<file path="src/rtl/branch_cmp_pipe.sv">
// branch_cmp_pipe: registered MIPS branch-condition unit.
// Evaluates EQ/NE/LEZ/GTZ/LTZ/GEZ/LT/LTU on (A1, A2). The decision sits in a
// one-entry valid/ready output stage that supports stall and flush. The
// registered decision is compared with the fetch-stage prediction to flag a
// mispredict.
// Optional feature: define BRCMP_PERF_EN to build the branch/taken/mispredict
// performance counters. Without it, the counter outputs read 0.

module branch_cmp_cond #(
  parameter int WIDTH = 32
) (
  input  logic [2:0]       op,
  input  logic [WIDTH-1:0] a1,
  input  logic [WIDTH-1:0] a2,
  output logic             cond
);

  localparam logic [2:0] OP_EQ  = 3'b000;
  localparam logic [2:0] OP_NE  = 3'b001;
  localparam logic [2:0] OP_LEZ = 3'b010;
  localparam logic [2:0] OP_GTZ = 3'b011;
  localparam logic [2:0] OP_LTZ = 3'b100;
  localparam logic [2:0] OP_GEZ = 3'b101;
  localparam logic [2:0] OP_LT  = 3'b110;
  localparam logic [2:0] OP_LTU = 3'b111;

  logic eq, sgn, zero, lt_s, lt_u;

  // Native compares only; subtract-and-test-sign would be wrong on overflow.
  assign eq   = (a1 == a2);
  assign sgn  = a1[WIDTH-1];
  assign zero = (a1 == '0);
  assign lt_s = ($signed(a1) < $signed(a2));
  assign lt_u = (a1 < a2);

  // Select the condition for the requested branch op.
  always_comb begin
    cond = 1'b0;
    unique case (op)
      OP_EQ:  cond = eq;
      OP_NE:  cond = !eq;
      OP_LEZ: cond = sgn | zero;
      OP_GTZ: cond = !sgn & !zero;
      OP_LTZ: cond = sgn;
      OP_GEZ: cond = !sgn;
      OP_LT:  cond = lt_s;
      OP_LTU: cond = lt_u;
      default: cond = 1'b0;
    endcase
  end

endmodule

module branch_cmp_pipe #(
  parameter int WIDTH = 32,
  parameter int CNT_W = 32
) (
  input  logic             clk,
  input  logic             reset,
  input  logic             in_valid,
  output logic             in_ready,
  input  logic [2:0]       op,
  input  logic [WIDTH-1:0] A1,
  input  logic [WIDTH-1:0] A2,
  input  logic             pred_taken,
  input  logic             flush,
  output logic             out_valid,
  input  logic             out_ready,
  output logic             taken,
  output logic             mispredict,
  output logic [CNT_W-1:0] br_cnt,
  output logic [CNT_W-1:0] taken_cnt,
  output logic [CNT_W-1:0] mispred_cnt
);

  typedef enum logic {EMPTY = 1'b0, FULL = 1'b1} state_t;

  state_t state, state_nxt;
  logic   cond, accept, xfer;

  branch_cmp_cond #(.WIDTH(WIDTH)) u_cond (
    .op   (op),
    .a1   (A1),
    .a2   (A2),
    .cond (cond)
  );

  assign out_valid = (state == FULL);
  // in_ready depends only on the output stage, never on in_valid/flush/operands.
  assign in_ready  = !out_valid || out_ready;
  assign accept    = in_valid && in_ready && !flush;
  // A flush in the same cycle cancels the transfer.
  assign xfer      = out_valid && out_ready && !flush;

  // Output-stage occupancy register.
  always_ff @(posedge clk or posedge reset) begin
    if (reset) state <= EMPTY;
    else       state <= state_nxt;
  end

  // Next occupancy: flush beats accept and hold; drain empties the stage.
  always_comb begin
    state_nxt = state;
    if (flush)       state_nxt = EMPTY;
    else if (accept) state_nxt = FULL;
    else if (xfer)   state_nxt = EMPTY;
  end

  // Decision register: loads on accept and keeps its value otherwise.
  always_ff @(posedge clk or posedge reset) begin
    if (reset) begin
      taken      <= 1'b0;
      mispredict <= 1'b0;
    end else if (accept) begin
      taken      <= cond;
      mispredict <= cond ^ pred_taken;
    end
  end

`ifdef BRCMP_PERF_EN
  // Performance counters bump on each completed transfer and wrap naturally.
  always_ff @(posedge clk or posedge reset) begin
    if (reset) begin
      br_cnt      <= '0;
      taken_cnt   <= '0;
      mispred_cnt <= '0;
    end else if (xfer) begin
      br_cnt      <= br_cnt + 1'b1;
      taken_cnt   <= taken_cnt + {{(CNT_W-1){1'b0}}, taken};
      mispred_cnt <= mispred_cnt + {{(CNT_W-1){1'b0}}, mispredict};
    end
  end
`else
  assign br_cnt      = '0;
  assign taken_cnt   = '0;
  assign mispred_cnt = '0;
`endif

endmodule

</file>
<file path="config.mk">
export PLATFORM = sky130hd
export DESIGN_NAME = branch_cmp_pipe
export DESIGN_NICKNAME = d
export VERILOG_FILES = /design/src/rtl/branch_cmp_pipe.sv
export SDC_FILE = /design/constraint.sdc
export NUM_CORES = 1
export LEC_CHECK = 0
export CORE_UTILIZATION = 32
export CTS_BUF_LIST = sky130_fd_sc_hd__clkbuf_8
export DETAILED_ROUTE_END_ITERATION = 6
export PLACE_DENSITY = 0.84
export SLEW_MARGIN = 30
export SYNTH_ARGS = -nofsm -noshare
export SYNTH_HDL_FRONTEND = slang
export SYNTH_SLANG_ARGS = --single-unit
</file>
<file path="constraint.sdc">
create_clock -name clk -period 1.2 [get_ports clk]
set_input_delay 0.3 -clock clk [delete_from_list [all_inputs] [get_ports clk]]
set_output_delay 0.3 -clock clk [all_outputs]
set_load 0.01 [all_outputs]
</file>
* Word level (Yosys, flattened, before mapping)
Cells that the tools add are included.
W data, S select, Z words.
** Storage, ports and cells
- Input port bits :: 73
- Logic and storage cells :: 33
- Output and inout bits :: 100
- Register bits after elaboration :: 3
** Cells by class
- Bitwise logic cells :: 3
- Equal/unequal tests :: 8
- Reductions and logical operators :: 13
- $lt $le $gt $ge :: 2
- Multiplexer cells :: 4
** Operators with widths (number)
- $lt A32 B32 Y1 :: 2
- $eq A32 B32 Y1 :: 1
- $logic_not A32 Y1 :: 1
- $eq A3 B3 Y1 const B :: 4
- $pmux W1 S8 :: 1
- $eq A3 B2 Y1 const B :: 2
- $logic_not A1 Y1 :: 5
- $logic_and A1 B1 Y1 :: 4
- $eq A3 B1 Y1 const B :: 1
- $logic_not A3 Y1 :: 1
- $mux W1 :: 3
- $reduce_bool A3 Y1 :: 1
- $and A1 B1 Y1 :: 1
- $logic_or A1 B1 Y1 :: 1
- $or A1 B1 Y1 :: 1
- $xor A1 B1 Y1 :: 1

* Longest topological paths before layout
Gate-level depths: netlist of run 1.
- Depth in word-level cells :: 6
- Gate-level depth with buffers :: 9
- Mapped depth without buffers :: 9

* Modules after synthesis
From an unflattened synthesis of run 1, not the netlist that was laid out.
** Unflattened totals
- Cells, all modules :: 248
- Area total of the unflattened synthesis :: 1841.8 µm²
** By module, submodules not included
- branch_cmp_cond :: area each 969.7 µm², instances 1, sequential area each 0.0 µm², cells an instance 139
- branch_cmp_pipe :: area each 872.1 µm², instances 1, sequential area each 75.1 µm², cells an instance 109

* Worst setup path before layout of run 1
No wires, ideal clock.
- Path kind :: input -> register
- Start :: input port A2[30]
- End :: register mispredict
- Cell stages on the path :: 9
- Setup time :: 125 ps
- Arrival :: 1846 ps
- Buffers on the path :: 0
- Required time :: 1075 ps
- Setup slack :: -771 ps
- Cell sequence :: inv_1 ha_1 nand4_2 nor4_4 a31oi_1 mux2_4 nor2b_1 a21oi_1 nand3_1
** On the way
- Cells in the longest elaborated chain, start to end :: 4
- Elaborated cells between the ends (all ways) :: 6
- Classes of those cells :: order compare (2); eq/ne (1); mux (1); bitwise (1); reduce/logical (1)
** RTL lines
- start: declaration :: RTL line 64 : input logic [WIDTH-1:0] A2,
- parallel branches: the longest is 2 deep, another holds $lt A32 B32 Y1
- $pmux W1 S8 (*) :: RTL line 39 : unique case (op)
- $xor A1 B1 Y1 (*) :: RTL line 116 : mispredict <= cond ^ pred_taken;
- end signal: assignment :: RTL line 116
- end: declaration :: RTL line 70 : output logic mispredict,
Every way passes the cells marked *.
A chain may end at the register's enable or synchronous reset.

* Worst setup path after layout of run 1
- Start :: input port A2[27]
- End :: register mispredict
The elaborated chain is that of the path after synthesis.

==> metrics, run 1 <==
outcome=complete, but fails checks; violated checks=setup timing; Area after DPL=2620 sq um; Die H=78.2 um; r2r startpoint=out_valid$_DFFE_PP0P_; CP max stage cell=nor4_4; hold_buf cts=0; Reg clk slew, reported paths=0.03 ns; Layout Skew=0.000424 ns; WL final=4970 um; Critical Path Sink=mispredict$_DFFE_PP0P_; # Max-Cap Violations=0; Diodes inserted=0; min Tclk post-route=1.92 ns; count of cell types in the netlist=32; Setup CP Type=input pin to flop; IO Port Bufs=76; FILL cells=546; Critical Path Stages=10; unrepaired setup endpoints after global routing=yes; Inserted Clock Buffers=3; H-tree levels=1; Worst Setup Start Kind=input pin; crit path DAT=2.07 ns; leak pwr=1.48 nW; grt ovf=0; number of global-route vias before repair=1748; CTS sink count=3; Crit Reg-Reg Endpoint=mispredict$_DFFE_PP0P_; Final Cell Area=2940 sq um; Worst Reg-to-Reg Cells=6; WP data required=1.35 ns; via total after detailed routing=1815; Hold Crit Class=input pin to async pin; routability congestion estimate=0.748; global-route wire length before repair=7760 um; final setup margin=-0.723 ns; I/O Pins=173; worst-case vdd ir drop=0.206 mV; period utilization=160%; Post-Synthesis Mean Instance Area=7.37 sq um; die width=78.2 um; synth warn=0; largest net degree at the start of global routing=6; kind of cell adding the most delay to the critical path=simple AND/OR/NAND/NOR gates; Vias/cell=4.14; CP Buf/Inv Count=3; Seq cells post-synth=3; Hold Vio Cnt, Final=0; Bufs on Longest Clock Path=2; mapped cell area=1860 sq um; Remaining DRCs=0; core area=5540 sq um; Layout area overhead=58.6%; highest clock rate=520 MHz; final-report setup violation count=2; post-synthesis sequential area ratio=4.04%; clk_lat worst skew=0.22 ns; Final #Nets=472; ratio of cells with drive above 1 in the final layout=48.4%; DIE AREA=6110 sq um; Final ANT Viol Nets=0; dpl hpwl=3890 um; Initial Util=33.5%; Total GRT Usage=15.8%; Critical Path Fanout Max=3; TritonCTS clock tree=done; CTS root buffer=clkbuf_8; Mapped Cells=252; max-slew violations=0; Finished Core Util=53.1%; max incr delay on CP=0.41 ns; P per Cell Area=477 nW/um^2; crit path cell chain=buf_8 -> inv_12 -> ha_4 -> nand4_1 -> nor4_4 -> buf_4 -> nand3b_1 -> a21o_1 -> a31o_2 -> nand3_1; initial drt markers=29; cell row count=27; Place WS=-1.49 ns; hold slack final=0.268 ns; crit path from=A2[27]; crit end category=flop; initial antenna violation count=0; drt wl/cell=11.3 um; R2R setup slack=-0.05 ns; TritonRoute pass-1 iters=4
cell usage in the layout (no fill, tap or decap), drive strengths merged, types with 4 or more instances in the layout:
cell and instances:
buf 100, a21oi 16, clkdlybuf4s50 7, inv 38, nand4 11, conb 96
nand2 8, nand3 7, nor4 9, o21ai 4, ha 32
state kept, by name, indices dropped and copies added (netlist names):
name / flops
mispredict: 1
taken: 1
out_valid: 1
kinds of logic after synthesis:
| kind of cell | Yosys count | share of synthesized area [%] |
|---|---|---|
| xor gates and xnor gates | 1 | 0.472 |
| AOI/OAI and AO/OA | 32 | 10.4 |
| buffers and inverters | 133 | 46.3 |
| other | 1 | 0.202 |
| adders and majority gates | 32 | 21.6 |
| and+or+nand+nor | 48 | 15.6 |
| muxes | 2 | 1.41 |
| DFF | 3 | 4.04 |
report_power, final:
| group | internal, W | switching, W | leakage [nW] |
|---|---|---|---|
| Clock | 0.000218 | 0.0000670 | 0.0269 |
| Combinational | 0.000490 | 0.000501 | 1.42 |
| Sequential | 0.000118 | 0.00000975 | 0.0373 |
| Total | 0.000825 | 0.000578 | 1.48 |
repair_timing:
action | CTS | global route
gates resized for setup | 321 | 21
pin swaps | 41 | 10
endpoints found under the setup margin | 6 | 5
buffers inserted | 7 | 3
endpoints found under the hold margin | 0 | 0
metrics by stage:
| step | cells | total power [W] | TNS (ns) |
|---|---|---|---|
| 3_5_place_dp | 425 | 0.000979 | -3.33 |
| 6_report | 438 | 0.00140 | -1.44 |
| 5_1_grt | 438 | 0.00154 | -1.71 |
| 3_3_place_gp | 425 | 0.000956 | -3.22 |
| 4_1_cts | 435 | 0.00134 | -1.30 |
| 2_1_floorplan | 347 | 0.000760 | -1.26 |
how the worst min path moves through the flow:
stage	end	cells after the start
after global placement	taken$_DFFE_PP0P_	2
final	mispredict$_DFFE_PP0P_	2
after CTS	mispredict$_DFFE_PP0P_	2
after global routing	mispredict$_DFFE_PP0P_	2
after detailed placement	taken$_DFFE_PP0P_	2
after floorplan	mispredict$_DFFE_PP0P_	1
final cells by class:
class	instances	area [sq um]	area share, %
Clock buffer	3	41.3	1.40
Clock inverter	1	3.75	0.127
Inverter	37	156	5.31
Multi-Input combinational cell	211	1760	59.8
Sequential cell	3	75.1	2.55
Tap cell	72	90.1	3.06
Timing Repair Buffer	111	817	27.8
cells in the mapped netlist:
cell type	instances	area share [%]
nor2_1	2	0.40
nand2_1	8	1.6
o31ai_1	2	0.81
nand4_1	10	3.4
a21o_1	1	0.40
nand3b_1	2	0.81
nand4b_1	1	0.47
a21oi_1	16	4.3
conb_1	1	0.20
nand4_2	1	0.67
xnor2_1	1	0.47
o211ai_1	3	1.2
a31o_2	1	0.47
nor4_1	8	2.7
dfrtp_1	3	4.0
inv_1	37	7.5
o21ai_0	4	1.1
buf_4	96	39
and2_1	1	0.34
mux2_4	1	0.81
mux2_2	1	0.61
nand2b_1	1	0.34
a221o_1	1	0.54
a31oi_1	1	0.34
ha_1	32	22
o21bai_1	1	0.40
nor3_1	3	0.81
a21boi_0	1	0.40
nor4_4	1	1.1
nand3_1	7	1.9
a2111oi_0	1	0.47
nor2b_1	3	1.0
per-layer routing:
layer | part of all wire, % | GRT usage, %
met2 | 57 | 33.4
met5 | 0 | 0
met1 | 36 | 16.1
met4 | 0.64 | 3.89
met3 | 5.8 | 1.51
(Power assumes the default switching activity.)
==> run 2, diff against run 1 <==
CORE_UTILIZATION = 34   (was 32)
PLACE_DENSITY = 0.89   (was 0.84)
clock period = 2.3 ns   (was 1.2 ns; I/O delays follow)
==> run 2 against run 1 <==
  * The run now ends clean
  * Global-route usage up 0.72 points
  * Routed wire length up 5.3%
  * Total power down 50%
  * Clock power down 49%
  * Non-clock buffer count down 8
  * Combinational power down 50%
  * Final cell count down 2.3%
  * First-iteration DRC count up 28%
  * Count of clock-buffer cells in the layout unchanged
  * Critical path depth down 7
  * Critical endpoint is now in_ready
==> metrics, run 2 (synthesized netlist as in run 1, its figures left out) <==
outcome=complete, no violations (was complete, but fails checks); Critical Path Fanout Max=2 (was 3); CP Buf/Inv Count=2 (was 3); Setup CP Type=input pin to output port (was input pin to flop); P per Cell Area=251 nW/um^2 (was 477 nW/um^2); Most common cell on crit path=clkdlybuf4s50_1; ratio of cells with drive above 1 in the final layout=41.3% (was 48.4%); FILL cells=512 (was 546); Hold Vio Cnt, Final=0 (unchanged); initial drt markers=37 (was 29); Initial Util=35.9% (was 33.5%); number of global-route vias before repair=1796 (was 1748); WP data required=1.73 ns (was 1.35 ns); Total GRT Usage=16.5% (was 15.8%); WL final=5230 um (was 4970 um); hold_sp=taken$_DFFE_PP0P_; initial antenna violation count=0 (unchanged); Inserted Clock Buffers=3 (unchanged); R2R setup slack=1.09 ns (was -0.05 ns); routability congestion estimate=0.806 (was 0.748); CTS sink count=3 (unchanged); Place WS=-0.587 ns (was -1.49 ns); H-tree levels=1 (unchanged); Die H=75.9 um (was 78.2 um); Remaining DRCs=0 (unchanged); Diodes inserted=0 (unchanged); CP max stage cell=clkdlybuf4s50_1 (was nor4_4); Vias/cell=4.23 (was 4.14); Crit Reg-Reg Endpoint=mispredict$_DFFE_PP0P_ (unchanged); grt ovf=0 (unchanged); register area=75.1 sq um (unchanged); dpl hpwl=4170 um (was 3890 um); TritonRoute pass-1 iters=4 (unchanged); crit path cell chain=clkdlybuf4s50_1 -> nand2b_1 -> clkdlybuf4s50_1 (was buf_8 -> inv_12 -> ha_4 -> nand4_1 -> nor4_4 -> buf_4 -> nand3b_1 -> a21o_1 -> a31o_2 -> nand3_1); Reg clk slew, reported paths=0.03 ns (about the same); Worst Setup Start Kind=input pin (unchanged); core area=5170 sq um (was 5540 sq um); worst-case vdd ir drop=0.0977 mV (was 0.206 mV); leak pwr=1.43 nW (was 1.48 nW); kind of cell adding the most delay to the critical path=buffers and inverters (was simple AND/OR/NAND/NOR gates); clk_lat worst skew=0.21 ns (was 0.22 ns); via total after detailed routing=1810 (was 1815); total power=0.000705 W (was 0.00140 W); hold endpoint=taken$_DFFE_PP0P_; # Max-Cap Violations=0 (unchanged); max-slew violations=0 (unchanged); die width=75.9 um (was 78.2 um); DIE AREA=5760 sq um (was 6110 sq um); period utilization=98.5%; Layout area overhead=51.3% (was 58.6%); commonest non-fill, non-tap cell in the layout=conb_1 (unchanged); Final ANT Viol Nets=0 (unchanged); global-route wire length before repair=7780 um (was 7760 um); Worst Reg-to-Reg Cells=6 (unchanged); CTS root buffer=clkbuf_8 (unchanged); most frequent cells in the layout=conb_1, clkbuf_2, ha_4 (was conb_1, buf_2, buf_4); r2r startpoint=out_valid$_DFFE_PP0P_ (unchanged); WHS Path Cells=2; largest net degree at the start of global routing=6 (unchanged); final setup margin=0.0356 ns (was -0.723 ns); final-report setup violation count=0 (was 2); Final #Nets=464 (was 472); Hold Crit Class=flop to flop (was input pin to async pin); max incr delay on CP=0.55 ns (was 0.41 ns); Layout Skew=0.0000615 ns (was 0.000424 ns); unrepaired setup endpoints after global routing=yes (unchanged); Bufs on Longest Clock Path=2 (unchanged); crit end category=output port (was flop); min Tclk post-route=2.26 ns; IO Port Bufs=76 (unchanged); TritonCTS clock tree=done (unchanged); I/O Pins=173 (unchanged); cell row count=26 (was 27); highest clock rate=442 MHz; crit path DAT=1.69 ns (was 2.07 ns); Finished Core Util=54.3% (was 53.1%); drt wl/cell=12.2 um (was 11.3 um); area of the multi-input gates=1690 sq um (was 1760 sq um)
==> run 2: cell count changes in the layout (fill, tap and decap cells not counted), moves of 2 or more <==
cell / before / now
a21oi_1: 15 / 13
a21oi_2: 1 / 3
buf_2: 47 / 0
buf_4: 34 / 26
buf_6: 18 / 8
clkbuf_2: 0 / 40
clkdlybuf4s50_1: 7 / 12
dlygate4sd2_1: 1 / 12
ha_1: 1 / 4
ha_4: 31 / 27
==> run 2: area by class of cell <==
class / instances / area share, %
Clock buffer: 3 / 1.47
Tap cell: 70 / 3.12
Sequential cell: 3 / 2.67
Clock inverter: 1 / 0.134
Multi-Input combinational cell: 211 / 60.3
Inverter: 37 / 5.03
Timing Repair Buffer: 103 / 27.3
==> run 2: report_power, final <==
part           switching (W)  internal (W)
Clock              0.0000315      0.000113
Combinational       0.000256      0.000237
Sequential        0.00000524     0.0000615
==> run 2: worst max path at each step <==
stage / startpoint / to / slack (ns) / cells after the start
finish: out_ready / in_ready / 0.04 / 3
global placement: A1[15] / mispredict$_DFFE_PP0P_ / -0.54 / 9
floorplan: A2[30] / mispredict$_DFFE_PP0P_ / 0.05 / 9
CTS: A1[4] / mispredict$_DFFE_PP0P_ / 0.002 / 9
detailed placement: A2[25] / mispredict$_DFFE_PP0P_ / -0.59 / 10
global route: A2[31] / mispredict$_DFFE_PP0P_ / -0.04 / 11
==> run 2: through the flow <==
| step | area (sq um) | TNS, ns | hold WS [ns] | instances |
|---|---|---|---|---|
| 6_report | 2810 | 0 | 0.499 | 428 |
| 5_1_grt | 2810 | -0.0498 | 0.536 | 428 |
| 4_1_cts | 2780 | 0 | 0.516 | 423 |
| 3_5_place_dp | 2490 | -1.06 | 0.500 | 417 |
| 3_3_place_gp | 2490 | -0.965 | 0.494 | 417 |
| 2_1_floorplan | 2210 | 0 | 0.329 | 347 |
==> run 2: worst reg2reg max path: cells and delay by family, from the launching register on <==
family / cells / cell delay (ns)
and+or+nand+nor: 5 / 0.66
buffers and inverters: 1 / 0.12
DFF: 1 / 0.36
==> run 2: layer usage <==
| metal | vias up | routed length (um) | global-route usage (%) |
|---|---|---|---|
| met5 | - | 0 | 0 |
| li1 | 875 | - | - |
| met1 | 829 | 1750 | 15.6 |
| met3 | 8 | 297 | 2.05 |
| met2 | 98 | 3110 | 35.5 |
| met4 | 0 | 73 | 5.38 |
==> run 2: what timing repair did <==
item	in CTS	in global routing
pin swaps	26	35
endpoints found under the setup margin	2	2
hold buffers	0	0
gates resized for setup	123	131
buffers inserted	2	6
==> run 3, diff against run 2 <==
CTS_BUF_LIST = sky130_fd_sc_hd__clkbuf_4 sky130_fd_sc_hd__clkbuf_8   (was sky130_fd_sc_hd__clkbuf_8)
==> run 3 against run 2 <==
  * Routed wire length unchanged
  * Final cell count stayed put
  * Total power is 2.3% higher
  * Final area rose by 0.13%
  * Fmax did not move
  * Setup slack unchanged
  * First-iteration DRC count grew 5.4%
  * Combinational power about the same
  * Sequential share of layout area is essentially flat
  * Via count is the same
  * Global-route usage barely moved
  * Register-to-register slack hardly changed
  * Critical path type unchanged
  * Critical endpoint unchanged
==> metrics, run 3 (synthesized netlist as in run 1, its figures left out) <==
Worst Setup Start Kind=input pin (unchanged); FILL cells=510 (was 512); total power=0.000721 W (was 0.000705 W); crit path cell chain=clkdlybuf4s50_1 -> nand2b_1 -> clkdlybuf4s50_1 (unchanged); Layout Skew=0.000368 ns (was 0.0000615 ns); Crit Reg-Reg Endpoint=mispredict$_DFFE_PP0P_ (unchanged); crit path DAT=1.69 ns (about the same); IO Port Bufs=76 (unchanged); period utilization=98.5% (unchanged); Total GRT Usage=16.5% (about the same); hold_buf cts=0 (unchanged); ratio of cells with drive above 1 in the final layout=41.6% (was 41.3%); Bufs on Longest Clock Path=2 (unchanged); final-report setup violation count=0 (unchanged); hold_sp=taken$_DFFE_PP0P_ (unchanged); Diodes inserted=0 (unchanged); Most common cell on crit path=clkdlybuf4s50_1 (unchanged); CTS sink count=3 (unchanged); outcome=complete, no violations (unchanged); drt wl/cell=12.2 um (unchanged); WL final=5230 um (unchanged); Finished Core Util=54.4% (was 54.3%); TritonRoute pass-1 iters=4 (unchanged); routability congestion estimate=0.806 (unchanged); unrepaired setup endpoints after global routing=yes (unchanged); via total after detailed routing=1810 (unchanged); min Tclk post-route=2.26 ns (unchanged); Hold Vio Cnt, Final=0 (unchanged); crit end category=output port (unchanged); cell row count=26 (unchanged); CP max stage cell=clkdlybuf4s50_1 (unchanged); global-route wire length before repair=7770 um (was 7780 um); Initial Util=35.9% (unchanged); final setup margin=0.0356 ns (unchanged); initial drt markers=39 (was 37); H-tree levels=1 (unchanged); worst-case vdd ir drop=0.0978 mV (was 0.0977 mV); Inserted Clock Buffers=3 (unchanged); P per Cell Area=256 nW/um^2 (was 251 nW/um^2); number of global-route vias before repair=1788 (was 1796); TritonCTS clock tree=done (unchanged); Remaining DRCs=0 (unchanged); clk_lat worst skew=0.21 ns (about the same); hold slack final=0.499 ns (unchanged); Reg clk slew, reported paths=0.03 ns (about the same); R2R setup slack=1.09 ns (about the same); crit path from=out_ready (unchanged); Final ANT Viol Nets=0 (unchanged); I/O Pins=173 (unchanged); Layout area overhead=51.5% (was 51.3%); r2r startpoint=out_valid$_DFFE_PP0P_ (unchanged); initial antenna violation count=0 (unchanged); CP Buf/Inv Count=2 (unchanged); Critical Path Fanout Max=2 (unchanged); core area=5170 sq um (unchanged); Place WS=-0.587 ns (unchanged); Hold Crit Class=flop to flop (unchanged); highest clock rate=442 MHz (unchanged); CTS root buffer=clkbuf_8 (unchanged); WHS Path Cells=2 (unchanged); Critical Path Sink=in_ready (unchanged); commonest non-fill, non-tap cell in the layout=conb_1 (unchanged); Final #Nets=464 (unchanged); Setup CP Type=input pin to output port (unchanged); DIE AREA=5760 sq um (unchanged); Vias/cell=4.23 (unchanged); largest net degree at the start of global routing=6 (unchanged); most frequent cells in the layout=conb_1, clkbuf_2, ha_4 (unchanged); die width=75.9 um (unchanged); kind of cell adding the most delay to the critical path=buffers and inverters (unchanged); leak pwr=1.43 nW (about the same); WP data required=1.73 ns (about the same); # Max-Cap Violations=0 (unchanged); grt ovf=0 (unchanged); max incr delay on CP=0.55 ns (about the same); max-slew violations=0 (unchanged); Worst Reg-to-Reg Cells=6 (unchanged); Critical Path Stages=3 (unchanged); dpl hpwl=4170 um (unchanged); Die H=75.9 um (unchanged)
==> run 3: final cells by class <==
cell class,count,area (sq um),area share [%]
Inverter,37,141,5.03
Multi-Input combinational cell,211,1690,60.2
Tap cell,70,87.6,3.11
Clock buffer,4,48.8,1.73
Timing Repair Buffer,103,767,27.3
Sequential cell,3,75.1,2.67
==> run 3: where the power goes <==
| part | internal [W] | switching (W) | total [W] |
|---|---|---|---|
| registers | 0.0000615 | 0.00000524 | 0.0000668 |
| clock network | 0.000130 | 0.0000313 | 0.000161 |
| logic | 0.000237 | 0.000256 | 0.000493 |
==> run 3: worst min path at each step <==
stage | to | slack, ns
2_1_floorplan | mispredict$_DFFE_PP0P_ | 0.33
3_3_place_gp | mispredict$_DFFE_PP0P_ | 0.49
3_5_place_dp | taken$_DFFE_PP0P_ | 0.50
4_1_cts | taken$_DFFE_PP0P_ | 0.52
5_1_grt | taken$_DFFE_PP0P_ | 0.54
6_report | taken$_DFFE_PP0P_ | 0.50
==> run 3: what timing repair did <==
item,4_1_cts,5_1_grt
gates resized for setup,123,131
setup endpoints to repair,2,2
pin swaps,26,35
setup buffers,2,6
==> run 3: per-layer routing <==
layer | part of all wire (%) | wire, um | up-vias | track usage [%]
li1 | - | - | 875 | -
met1 | 33 | 1750 | 829 | 15.6
met2 | 60 | 3110 | 98 | 35.5
met3 | 5.7 | 297 | 8 | 2.05
met4 | 1.4 | 73 | 0 | 5.38
met5 | 0 | 0 | - | 0
==> run 3: stage by stage <==
step                      instances  TNS [ns]  instance area [sq um]
after floorplan                 347         0                   2210
after CTS                       423         0                   2780
after detailed placement        417     -1.06                   2490
final                           428         0                   2810
after global placement          417    -0.965                   2490
after global routing            428   -0.0498                   2810
==> run 3: worst min-delay path, stage by stage (launching register included) <==
cell,delay (ns)
dfrtp_1,0.34
nand2_1,0.05
o31ai_1,0.06
==> RTL edit: new RTL, flow settings as in run 2 <==
`WIDTH` is set to 32 in 2 places; all go to 64.
--- a/src/rtl/branch_cmp_pipe.sv
+++ b/src/rtl/branch_cmp_pipe.sv
@@ -8,5 +8,5 @@
 
 module branch_cmp_cond #(
-  parameter int WIDTH = 32
+  parameter int WIDTH = 64
 ) (
   input  logic [2:0]       op,
@@ -53,5 +53,5 @@
 
 module branch_cmp_pipe #(
-  parameter int WIDTH = 32,
+  parameter int WIDTH = 64,
   parameter int CNT_W = 32
 ) (
Ports: changed (resized A1 and A2); port bits go from 173 to 237. No check against the original RTL was run, so the function may have changed too.
==> RTL edit against run 2 <==
- the flow now finishes with violations (negative setup slack)
- total power rose by 67%
- count of clock-buffer cells in the layout did not move
- setup slack got worse by 0.53 ns
- area after synthesis rose by 50%
- via count rose by 76%
- cell area rose by 88%
- sequential power rose by 2%
- register-to-register slack got worse by 0.55 ns
- hold slack improved by 0.038 ns
- sequential cell count did not move
- wire length rose by 100%
- sequential share of layout area fell by 1.2 points
- first-iteration DRC count rose by 70%
- clock skew rose by 0.00080 ns
- critical path type is now in -> reg
- largest cell class unchanged
==> RTL edit: results (changes against run 2) <==
Distinct cells, synth=44 (+38%); total sequential power=0.0682 mW (+2%); final worst slack=-0.494 ns (-0.529 ns); Comb power frac=81.7% (+12 points); Iteration-0 DRC Markers=63 (+70%); Top delay family on crit path=simple AND/OR/NAND/NOR gates; outcome=complete, but fails checks; Hold Crit Class=in -> async; Met3 Wirelength=646 µm (+120%); skew final=0.000859 ns (+0.000797 ns); largest stage delay on the critical path=0.35 ns (-0.20 ns); Setup-failing EPs final=2 (+2); critical path endpoint=mispredict$_DFFE_PP0P_; M3 GR Usage=3.28% (+1.2 points); synth top area cells=ha_1, buf_4, inv_1; GRT Util Overall=23.7% (+7.1 points); share of cells above drive strength 1=46.3% (+5.0 points); Worst R2R Path Depth=7 (+1); Worst EP arrival=2.89 ns (+1.20 ns); vias in the first global route=3,460 (+93%); Synth area leader=ha_1; buffers inserted by post-CTS timing repair=14 (+12); critical path launch point=A1[33]; slowest cell on the critical path=nor4_2; Internal Power=0.661 mW (+60%); post-CTS resize count=433 (+250%); failing checks=negative setup slack; net switching power=0.514 mW (+75%); routed vias/inst=4.72 (+12%)
==> RTL edit: per-stage QoR <==
step | TNS, ns | instance area, µm² | std cells
after CTS | -0.807 | 5180 | 674
after detailed placement | -2.32 | 4240 | 656
after global placement | -2.22 | 4240 | 656
final | -0.910 | 5270 | 676
after floorplan | -0.628 | 3190 | 478
after global routing | -1.11 | 5270 | 676
==> RTL edit: cells by family after synthesis <==
| group | synth area share, % |
|---|---|
| adders and majority gates | 28.7 |
| buffers and inverters | 35.0 |
| and+or+nand+nor | 18.4 |
| DFF | 2.69 |
| other | 0.134 |
| muxes | 1.30 |
| AOI/OAI and AO/OA | 13.2 |
| xor gates and xnor gates | 0.628 |
==> RTL edit: layout make-up <==
class                           count  area share [%]
Tap cell                          102            2.42
Inverter                           68            5.13
Clock inverter                      1          0.0713
Multi-Input combinational cell    311            59.1
Sequential cell                     3            1.43
Timing Repair Buffer              188            31.1
Clock buffer                        3           0.784
